## config.mk

```make
export PLATFORM = sky130hd
export DESIGN_NAME = mram_bist_engine
export DESIGN_NICKNAME = d
export VERILOG_FILES = /design/src/rtl/mram_bist_engine.sv
export SDC_FILE = /design/constraint.sdc
export NUM_CORES = 1
export LEC_CHECK = 0
export CORE_ASPECT_RATIO = 1.4
export CORE_MARGIN = 2
export CORE_UTILIZATION = 40
export CTS_CLUSTER_DIAMETER = 100
export DETAILED_ROUTE_END_ITERATION = 8
export PLACE_DENSITY = 0.63
export SETUP_SLACK_MARGIN = 0.1
export SLEW_MARGIN = 20
export SYNTH_ARGS = -nofsm -noshare
export SYNTH_HDL_FRONTEND = slang
export SYNTH_SLANG_ARGS = --single-unit
```

## constraint.sdc

```tcl
create_clock -name i_clk -period 3.5 [get_ports i_clk]
set_input_delay 1.05 -clock i_clk [delete_from_list [all_inputs] [get_ports i_clk]]
set_output_delay 1.05 -clock i_clk [all_outputs]
set_load 0.05 [all_outputs]
```

## src/rtl/mram_bist_engine.sv

```systemverilog
// rtl/mram_bist_engine.sv - self-checking write/read-back traffic engine for the simple dual-port MRAM
//
// Purpose:
//   On an accepted start the engine writes a mode-selected pattern to every
//   RAM address, reads every address back, and compares each returned word
//   with the pattern value. At the end it pulses o_done, reports o_pass and
//   holds the saturating mismatch count on o_err_cnt.
//
// Optional feature (macro MRAM_BIST_ERRLOG_EN):
//   When defined, the address and read data of the first mismatch of a run
//   are captured on o_first_err_vld / o_first_err_addr / o_first_err_data.
//   When undefined, those ports and registers do not exist.
//
// Ports:
//   i_clk            clock shared with both RAM ports
//   i_rst_n          asynchronous active-low reset
//   i_start          run request, only honoured in IDLE
//   i_mode           pattern select, latched with an accepted start
//   i_seed           pattern seed, latched with an accepted start
//   o_wr_en          RAM write enable
//   o_wraddr         RAM write address
//   o_wrdata         RAM write data
//   o_rd_en          RAM read enable
//   o_rdaddr         RAM read address
//   i_rddata         RAM read data, valid RD_LAT cycles after o_rd_en
//   o_busy           high while writing, reading or draining
//   o_done           one-cycle end-of-run pulse
//   o_pass           no mismatches in the last completed run
//   o_err_cnt        saturating mismatch count
//   o_first_err_*    first-mismatch log (MRAM_BIST_ERRLOG_EN only)

module mram_bist_engine #(
    parameter int DATA_W = 32,
    parameter int ADDR_W = 5,
    parameter int RD_LAT = 1
) (
    input  logic              i_clk,
    input  logic              i_rst_n,
    input  logic              i_start,
    input  logic [1:0]        i_mode,
    input  logic [DATA_W-1:0] i_seed,
    output logic              o_wr_en,
    output logic [ADDR_W-1:0] o_wraddr,
    output logic [DATA_W-1:0] o_wrdata,
    output logic              o_rd_en,
    output logic [ADDR_W-1:0] o_rdaddr,
    input  logic [DATA_W-1:0] i_rddata,
    output logic              o_busy,
    output logic              o_done,
    output logic              o_pass,
    output logic [15:0]       o_err_cnt
`ifdef MRAM_BIST_ERRLOG_EN
    ,
    output logic              o_first_err_vld,
    output logic [ADDR_W-1:0] o_first_err_addr,
    output logic [DATA_W-1:0] o_first_err_data
`endif
);

    typedef enum logic [2:0] {
        S_IDLE,
        S_WRITE,
        S_READ,
        S_DRAIN,
        S_DONE
    } state_t;

    localparam logic [ADDR_W-1:0] LP_ADDR_LAST  = '1;
    localparam logic [2:0]        LP_DRAIN_LAST = 3'(RD_LAT - 1);
    localparam logic [15:0]       LP_ERR_MAX    = 16'hFFFF;

    state_t              r_state;
    state_t              w_next;
    logic [ADDR_W-1:0]   r_addr;
    logic [2:0]          r_drain_cnt;
    logic [1:0]          r_mode;
    logic [DATA_W-1:0]   r_seed;
    logic [15:0]         r_err;
    logic                r_pass;

    // Expected-data pipeline: one stage per cycle of RAM read latency, so the
    // last stage lines up with the rddata belonging to the same rd_en.
    logic                r_vld [RD_LAT];
    logic [DATA_W-1:0]   r_exp [RD_LAT];

    logic                w_accept;
    logic                w_mismatch;

`ifdef MRAM_BIST_ERRLOG_EN
    logic [ADDR_W-1:0]   r_eaddr [RD_LAT];
    logic                r_first_vld;
    logic [ADDR_W-1:0]   r_first_addr;
    logic [DATA_W-1:0]   r_first_data;

    assign o_first_err_vld  = r_first_vld;
    assign o_first_err_addr = r_first_addr;
    assign o_first_err_data = r_first_data;
`endif

    function automatic logic [DATA_W-1:0] f_pattern(
        input logic [1:0]        mode,
        input logic [DATA_W-1:0] seed,
        input logic [ADDR_W-1:0] addr
    );
        logic [DATA_W-1:0] w_a;
        logic [DATA_W-1:0] w_one;
        logic [DATA_W-1:0] w_res;
        w_a   = DATA_W'(addr);
        w_one = DATA_W'(1);
        case (mode)
            2'd0:    w_res = seed + w_a;
            2'd1:    w_res = w_a;
            2'd2:    w_res = w_one << (32'(addr) % DATA_W);
            default: w_res = ~(seed + w_a);
        endcase
        return w_res;
    endfunction

    assign w_accept   = (r_state == S_IDLE) && i_start;
    assign w_mismatch = r_vld[RD_LAT-1] && (i_rddata != r_exp[RD_LAT-1]);
    assign o_err_cnt  = r_err;

    always_comb begin
        w_next   = r_state;
        o_wr_en  = 1'b0;
        o_wraddr = '0;
        o_wrdata = '0;
        o_rd_en  = 1'b0;
        o_rdaddr = '0;
        o_busy   = 1'b0;
        o_done   = 1'b0;
        o_pass   = r_pass;
        case (r_state)
            S_IDLE: begin
                if (i_start) begin
                    w_next = S_WRITE;
                end
            end
            S_WRITE: begin
                o_wr_en  = 1'b1;
                o_wraddr = r_addr;
                o_wrdata = f_pattern(r_mode, r_seed, r_addr);
                o_busy   = 1'b1;
                if (r_addr == LP_ADDR_LAST) begin
                    w_next = S_READ;
                end
            end
            S_READ: begin
                o_rd_en  = 1'b1;
                o_rdaddr = r_addr;
                o_busy   = 1'b1;
                if (r_addr == LP_ADDR_LAST) begin
                    w_next = S_DRAIN;
                end
            end
            S_DRAIN: begin
                o_busy = 1'b1;
                if (r_drain_cnt == LP_DRAIN_LAST) begin
                    w_next = S_DONE;
                end
            end
            S_DONE: begin
                o_done = 1'b1;
                // err_cnt already holds the final compare here, so pass is
                // presented together with the done pulse.
                o_pass = (r_err == 16'd0);
                w_next = S_IDLE;
            end
            default: begin
                w_next = S_IDLE;
            end
        endcase
    end

    always_ff @(posedge i_clk or negedge i_rst_n) begin
        if (!i_rst_n) begin
            r_state     <= S_IDLE;
            r_addr      <= '0;
            r_drain_cnt <= '0;
            r_mode      <= '0;
            r_seed      <= '0;
            r_err       <= '0;
            r_pass      <= 1'b0;
            for (int i = 0; i < RD_LAT; i++) begin
                r_vld[i] <= 1'b0;
                r_exp[i] <= '0;
            end
`ifdef MRAM_BIST_ERRLOG_EN
            for (int i = 0; i < RD_LAT; i++) begin
                r_eaddr[i] <= '0;
            end
            r_first_vld  <= 1'b0;
            r_first_addr <= '0;
            r_first_data <= '0;
`endif
        end else begin
            r_state <= w_next;

            // One address counter serves both phases; it restarts from 0 on
            // every state change so each phase covers the whole array.
            if (r_state != w_next) begin
                r_addr <= '0;
            end else if ((r_state == S_WRITE) || (r_state == S_READ)) begin
                r_addr <= r_addr + 1'b1;
            end

            if (r_state == S_DRAIN) begin
                r_drain_cnt <= r_drain_cnt + 3'd1;
            end else begin
                r_drain_cnt <= '0;
            end

            r_vld[0] <= (r_state == S_READ);
            r_exp[0] <= f_pattern(r_mode, r_seed, r_addr);
            for (int i = 1; i < RD_LAT; i++) begin
                r_vld[i] <= r_vld[i-1];
                r_exp[i] <= r_exp[i-1];
            end

            if (w_mismatch && (r_err != LP_ERR_MAX)) begin
                r_err <= r_err + 16'd1;
            end

            if (r_state == S_DONE) begin
                r_pass <= (r_err == 16'd0);
            end

`ifdef MRAM_BIST_ERRLOG_EN
            r_eaddr[0] <= r_addr;
            for (int i = 1; i < RD_LAT; i++) begin
                r_eaddr[i] <= r_eaddr[i-1];
            end
            if (w_mismatch && !r_first_vld) begin
                r_first_vld  <= 1'b1;
                r_first_addr <= r_eaddr[RD_LAT-1];
                r_first_data <= i_rddata;
            end
`endif

            // An accepted start overrides everything left from the last run.
            if (w_accept) begin
                r_mode <= i_mode;
                r_seed <= i_seed;
                r_err  <= '0;
                r_pass <= 1'b0;
`ifdef MRAM_BIST_ERRLOG_EN
                r_first_vld  <= 1'b0;
                r_first_addr <= '0;
                r_first_data <= '0;
`endif
            end
        end
    end

endmodule

```

==> results of run 1 <==
layout make-up:
cell class,count,share of cell area
multi-input cells,558,0.429
repair buffers,226,0.253
flip-flops and latches,95,0.251
well taps,192,0.0254
clock buffers,9,0.0238
inverters,23,0.00952
clock inverters,5,0.00886
state kept, by name, indices dropped and copies added (netlist names), 2 cells and up:
signal       flops
r_mode           2
r_drain_cnt      3
r_seed          32
r_state          3
r_addr           5
r_exp           32
o_err_cnt       16
what timing repair did:
| action | in CTS | in global routing |
|---|---|---|
| setup endpoints to repair | 37 | 33 |
| buffers inserted | 11 | 16 |
| resized for setup | 44 | 45 |
| pin swaps | 15 | 35 |
power groups by stage:
stage	combinational (mW)	sequential (mW)	clock [mW]
floorplan	1.98	1.60	0
global route	4.26	1.65	1.12
CTS	3.81	1.60	1.08
detailed placement	3.61	1.62	0
finish	4.03	1.61	1.06
global placement	3.59	1.60	0
cell usage in the layout (no fill, tap or decap), types with 11 or more instances in the layout:
master / Yosys / layout
xnor2_1: 24 / 11
nand2_1: 166 / 164
o211ai_1: 13 / 13
a21oi_1: 33 / 17
mux2i_1: 23 / 16
nand4_1: 11 / 11
xnor2_2: 0 / 12
buf_4: 0 / 93
dfrtp_1: 95 / 95
o221ai_1: 24 / 18
nor2_1: 32 / 32
xor2_1: 43 / 40
o21ai_0: 22 / 18
nor4_1: 14 / 14
nand3_1: 18 / 18
and2_1: 25 / 19
clkdlybuf4s50_1: 0 / 85
ha_1: 16 / 11
inv_1: 23 / 21
buf_12: 0 / 35
per-stage QoR:
step,utilization,std cells,worst slack (ns)
6_report,0.632,1108,-0.428
5_1_grt,0.632,1108,-0.543
4_1_cts,0.608,1092,-0.369
3_5_place_dp,0.570,1067,-0.0310
3_3_place_gp,0.570,1067,-0.00558
2_1_floorplan,-,713,-0.223
final timing paths:
path                                             endpoint  slack (ns)  cells past startpoint                      from
worst max-delay path                         o_wrdata[22]       -0.43                     10     r_seed[0]$_DFFE_PN0P_
worst min-delay path             r_drain_cnt[0]$_DFF_PN0_        0.46                      1  r_drain_cnt[0]$_DFF_PN0_
worst max register to register        r_exp[11]$_DFF_PN0_        0.69                     17     r_seed[0]$_DFFE_PN0P_
worst min register to register   r_drain_cnt[0]$_DFF_PN0_        0.46                      1  r_drain_cnt[0]$_DFF_PN0_
max in group asynchronous        o_err_cnt[4]$_DFFE_PN0P_        2.20                      2                   i_rst_n
min in group asynchronous       o_err_cnt[13]$_DFFE_PN0P_        0.57                      1                   i_rst_n
Yosys cell counts (all sizes together), types with 2 or more instances:
master     n
a2111oi    5
a211oi     6
a21boi     2
a21o       3
a21oi     33
a22oi      3
a31o       2
and2      25
and3       8
and4       9
buf        7
clkbuf    30
dfrtp     95
ha        16
inv       23
mux2i     23
nand2    166
nand2b     3
nand3     18
nand3b     4
nand4     12
nor2      32
nor2b      6
nor3       3
nor3b      2
nor4      14
nor4b      3
o2111ai    4
o211ai    13
o21a       3
o21ai     26
o221ai    24
o22ai      2
or2       12
or3        4
xnor2     24
xor2      43
cell families after synthesis:
family	Yosys count	share of synthesized area
mux	23	0.0376
compound gates	128	0.149
fa+ha+maj	17	0.0360
buf+inv	60	0.0387
xor+xnor	67	0.0959
flops	95	0.389
simple gates	323	0.254
worst max-delay path, stage by stage (launching register included):
cell     delay, ns
dfrtp_1       0.36
ha_2          0.19
inv_2         0.04
fa_2          0.34
nor2b_2       0.15
o31a_1        0.27
o21ai_2       0.13
or3_1         0.39
and2_1        0.18
a211o_2       0.31
buf_12        0.15
routing by layer:
metal	vias up	routed length, um	GRT usage
met5	-	0	0
met4	0	465	0.0801
met3	22	977	0.0351
met2	177	11400	0.485
met1	2832	8160	0.310
li1	2874	-	-
==> summary.txt, run 1 <==
Die
  • Starting density of the core: 0.408
  • Horiz. Die Dim: 109 um
  • Core area: 15,000 um2
  • Ports: 132
  • DIE AREA: 16,300 um2
  • Die Ht: 150 um
  • Core Rows: 53

Clocking
  • Clk slew on worst S/H paths: 0.07 ns
  • Max clock buf depth: 2
  • Root buf cell: clkbuf_16
  • Later-pin clock latency in the skew report: 0.35 ns
  • Htree depth: 3
  • # hold bufs at CTS: 0
  • Clk sinks: 95
  • TritonCTS clock tree: done
  • Cts bufs inserted: 9

Timing
  • Final setup fails: 27
  • Setup Total Neg Slack: -6.65 ns
  • RSZ-0062 raised after global routing: true
  • Hold Vio Cnt, Final: 0
  • Crit path setup slack, layout: -0.428 ns
  • Final min period: 3.93 ns
  • Final worst-path cycle share: 1.12
  • Slew Viols, Final: 0
  • Rel. slew slack: 0.549
  • Worst hold slack: 0.463 ns
  • Fmax: 255 MHz
  • Slew @ Worst Pin: 0.671 ns
  • Max Clock Skew: 0.0129 ns

Worst setup path
  • CP max FO: 5
  • Crit. End Element: primary output
  • WS Path Type: flop to primary output
  • Startpoint Class: flop
  • Worst EP arrival: 2.88 ns
  • Critical Path RT: 2.45 ns

Global route
  • Global-route wire length before repair: 32,600 um
  • Antenna violations before repair: 0
  • Largest net degree at the start of global routing: 46
  • Congestion Overflow GR: 0
  • Total Routing Usage GR: 0.262
  • Number of global-route vias before repair: 5,912

Synth
  • Synth warn: 0
  • Synth area leaders: dfrtp_1, nand2_1, xor2_1
  • Most used flip-flop cell after synthesis: dfrtp_1
  • Synth top area share: 0.389
  • Synthesized area per cell: 8.58 um2
  • Netlist cell types: 50
  • Syn_nets: 799
  • Asr flop ratio synth: 1.00
  • Leading area contributor after synthesis: dfrtp_1
  • Mapped Area: 6120 um2
  • Post-synthesis sequential area ratio: 0.389
  • Post-synth EDFFs: 0
  • Post-Syn Instances: 713
  • Yosys reg bits: 95

Drt
  • DR vias/cell: 5.33
  • Detailed-route via count: 5,905
  • # DRC: 0
  • DR pass1 iterations: 5
  • Post-DRT Antenna Nets: 0
  • DRT Wirelength: 21,000 um
  • Routed length per instance: 19.0 um
  • DRT iter0 DRCs: 351

Hold path
  • Min-Delay Path Class: flop to flop

Placement
  • Number of I/O port buffers: 131
  • Final Wtd Congestion: 0.941
  • DP Area: 8540 um2
  • HPWL after DPL: 16,300 um

Power
  • Static leakage: 4.10 nW
  • Clock power share: 0.157
  • Pint: 3.80 mW
  • NetSw: 2.90 mW
  • Peak VDD IR: 0.000422 V
  • Comb pwr share: 0.602
  • Pwr dens: 708 nW/um2
  • Pwr Total: 6.70 mW
  • Sw Share: 0.433
  • Power share of the sequential group: 0.241

Flow run
  • Maxcap violations: 0

Run status
  • Status: finished, violations left
  • Failing checks: negative setup slack

Layout
  • Fill cells: 1,314
  • Synth-to-Final Area Change: 54.8%
  • Seq. cell area: 2380 um2
  • Final instance area: 9470 um2
  • Antenna cell count: 0
  • # nets final: 999
  • Share of layout cells above drive strength 1: 0.274
  • Multi-input gate area: 4060 um2
(Power assumes the default switching activity.)
==> run 2: changes to the inputs <==
GPL_ROUTABILITY_DRIVEN = 0   (was unset)
PLACE_DENSITY = unset   (was 0.63)
PLACE_DENSITY_LB_ADDON = 0.2   (was unset)
clock period = 3.59 ns   (was 3.5 ns; I/O delays follow)
==> summary.txt, run 2 (same netlist as run 1, synthesis figures left out) <==
Global route
  • Global-route wire length before repair: 30,200 um (was 32,600 um)
  • Largest net degree at the start of global routing: 53 (was 46)
  • Antenna violations before repair: 0 (unchanged)
  • GRT met3 Usage: 0.0385 (was 0.0351)
  • Gr busiest metal: met2 (unchanged)
  • Congestion Overflow GR: 0 (unchanged)
  • Number of global-route vias before repair: 6,006 (was 5,912)
  • Met2 GRT Util: 0.442 (was 0.485)
  • M1 GR Usage: 0.262 (was 0.310)
  • Total Routing Usage GR: 0.243 (was 0.262)

Hold path
  • Hold Path Stages: 1 (unchanged)
  • Min-Delay Path Class: flop to flop (unchanged)
  • HP Start: r_drain_cnt[0]$_DFF_PN0_ (unchanged)

Layout
  • Fin cells: 1,124 (was 1,108)
  • # nets final: 1,013 (was 999)
  • Most frequent cells in the layout: nand2_1, buf_4, dfrtp_1 (was nand2_1, dfrtp_1, buf_4)
  • Synth-to-Final Area Change: 56.9% (was 54.8%)
  • Final core occ: 0.640 (was 0.632)
  • Most common cell after layout, fill and taps aside: nand2_1 (unchanged)
  • Fill cells: 1,204 (was 1,314)
  • Antenna cell count: 0 (unchanged)
  • Share of layout cells above drive strength 1: 0.286 (was 0.274)

Clocking
  • Cts bufs inserted: 9 (unchanged)
  • Max clock buf depth: 2 (unchanged)
  • Root buf cell: clkbuf_16 (unchanged)
  • Clk slew on worst S/H paths: 0.07 ns (about the same)
  • Later-pin clock latency in the skew report: 0.35 ns (about the same)
  • TritonCTS clock tree: done (unchanged)
  • Htree depth: 3 (unchanged)
  • Clk sinks: 95 (unchanged)

Worst setup path
  • Most common cell on crit path: buf_12
  • Critical path buffers and inverters: 4 (was 2)
  • CP max FO: 7 (was 5)
  • Reg2reg end: r_exp[10]$_DFF_PN0_ (was r_exp[11]$_DFF_PN0_)
  • Levels on crit path: 12 (was 10)
  • Crit. End Element: primary output (unchanged)
  • Worst Setup SP: r_seed[0]$_DFFE_PN0P_ (unchanged)
  • Startpoint Class: flop (unchanged)
  • Worst EP arrival: 3.00 ns (was 2.88 ns)
  • Register-to-Register Setup Slack: 0.16 ns (was 0.69 ns)
  • WS Path Type: flop to primary output (unchanged)
  • Worst R2R Path Depth: 20 (was 17)
  • Crit path cell chain: ha_2, inv_2, fa_2, nor2b_4, o31a_1, buf_12, buf_6, o211ai_1, xor2_1, mux2i_1, a21oi_2, buf_12 (was ha_2, inv_2, fa_2, nor2b_2, o31a_1, o21ai_2, or3_1, and2_1, a211o_2, buf_12)
  • Launch point of the worst reg-to-reg path: r_seed[0]$_DFFE_PN0P_ (unchanged)
  • Crit path to: o_wrdata[10] (was o_wrdata[22])
  • Critical Path RT: 2.51 ns (was 2.45 ns)
  • Slowest stage delay, CP: 0.39 ns (about the same)
  • Worst path slowest cell: dfrtp_1 (was or3_1)
  • Top Family by Delay on Critical Path: compound AO/OA/AOI/OAI gates (was simple AND/OR/NAND/NOR gates)

Run status
  • Failing checks: negative setup slack (unchanged)
  • Status: finished, violations left (unchanged)

Die
  • DIE AREA: 16,300 um2 (unchanged)
  • Core area: 15,000 um2 (unchanged)
  • Horiz. Die Dim: 109 um (unchanged)
  • Starting density of the core: 0.408 (unchanged)
  • Core Rows: 53 (unchanged)
  • Die Ht: 150 um (unchanged)
  • Ports: 132 (unchanged)

Power
  • Peak VDD IR: 0.000345 V (was 0.000422 V)
  • Pwr Total: 6.56 mW (was 6.70 mW)
  • Pwr dens: 684 nW/um2 (was 708 nW/um2)
  • Static leakage: 4.23 nW (was 4.10 nW)

Drt
  • DR vias/cell: 5.52 (was 5.33)
  • DRT Wirelength: 21,000 um (about the same)
  • Detailed-route via count: 6,200 (was 5,905)
  • DR pass1 iterations: 6 (was 5)
  • DRT iter0 DRCs: 602 (was 351)
  • Routed length per instance: 18.7 um (was 19.0 um)
  • Post-DRT Antenna Nets: 0 (unchanged)
  • # DRC: 0 (unchanged)

Timing
  • Slew Viols, Final: 0 (unchanged)
  • Slew @ Worst Pin: 0.581 ns (was 0.671 ns)
  • Fmax: 245 MHz
  • Final min period: 4.08 ns
  • Rel. slew slack: 0.610 (was 0.549)
  • Crit path setup slack, layout: -0.492 ns (was -0.428 ns)
  • RSZ-0062 raised after global routing: true (unchanged)
  • Hold Vio Cnt, Final: 0 (unchanged)
  • Max Clock Skew: 0.00986 ns (was 0.0129 ns)
  • Worst hold slack: 0.460 ns (was 0.463 ns)
  • Final setup fails: 26 (was 27)
  • Final worst-path cycle share: 1.14

Placement
  • Number of I/O port buffers: 131 (unchanged)
  • Dpl ws: -0.0112 ns (was -0.0310 ns)
  • Placed instance count: 1,045 (was 1,067)
  • HPWL after DPL: 14,900 um (was 16,300 um)

Flow run
  • Maxcap violations: 0 (unchanged)
run 2: worst min path at each step:
| stage | end | slack, ns |
|---|---|---|
| CTS | r_drain_cnt[0]$_DFF_PN0_ | 0.47 |
| detailed placement | r_drain_cnt[0]$_DFF_PN0_ | 0.45 |
| global route | r_drain_cnt[0]$_DFF_PN0_ | 0.49 |
| finish | r_drain_cnt[0]$_DFF_PN0_ | 0.46 |
| floorplan | r_drain_cnt[0]$_DFF_PN0_ | 0.43 |
| global placement | r_drain_cnt[0]$_DFF_PN0_ | 0.45 |
run 2: metal layers:
| metal | routed length [um] | part of all wire |
|---|---|---|
| met3 | 1140 | 0.054 |
| met5 | 0 | 0 |
| met4 | 1290 | 0.062 |
| met2 | 10800 | 0.52 |
| met1 | 7750 | 0.37 |
run 2: what timing repair did:
item                       4_1_cts  5_1_grt
buffers inserted                44       21
gates cloned                     1        0
hold buffers                     0        0
pin swaps                       45       45
gates resized for setup         58       58
setup endpoints to repair       35       35
run 2: report_power, final:
part           switching (mW)  internal (mW)
logic                    2.20           1.84
clock network           0.455          0.486
registers               0.229           1.35
run 2: final cells by class:
class | count | area, um2 | area share
Multi-Input combinational cell | 558 | 4040 | 0.421
Timing Repair Buffer | 240 | 2560 | 0.267
Sequential cell | 95 | 2380 | 0.248
Tap cell | 192 | 240 | 0.0250
Clock buffer | 9 | 225 | 0.0235
Inverter | 23 | 86.3 | 0.00900
Clock inverter | 7 | 63.8 | 0.00665
run 2: per-stage QoR:
step / TNS (ns) / area (um2)
2_1_floorplan: -0.503 / 6240
4_1_cts: -5.22 / 9200
6_report: -6.08 / 9590
3_5_place_dp: -0.0112 / 8320
5_1_grt: -8.55 / 9590
3_3_place_gp: 0 / 8320
run 2: worst reg2reg max path, cell delays in order (launching register included):
cell,delay [ns]
dfrtp_1,0.39
ha_2,0.20
inv_2,0.05
fa_2,0.22
nor2b_4,0.05
o31a_1,0.33
buf_12,0.15
buf_6,0.12
o211ai_1,0.22
xor2_1,0.24
mux2i_1,0.17
buf_4,0.18
buf_4,0.13
buf_4,0.12
buf_4,0.12
buf_4,0.12
buf_4,0.12
buf_4,0.12
buf_4,0.12
buf_4,0.12
nand2_1,0.07
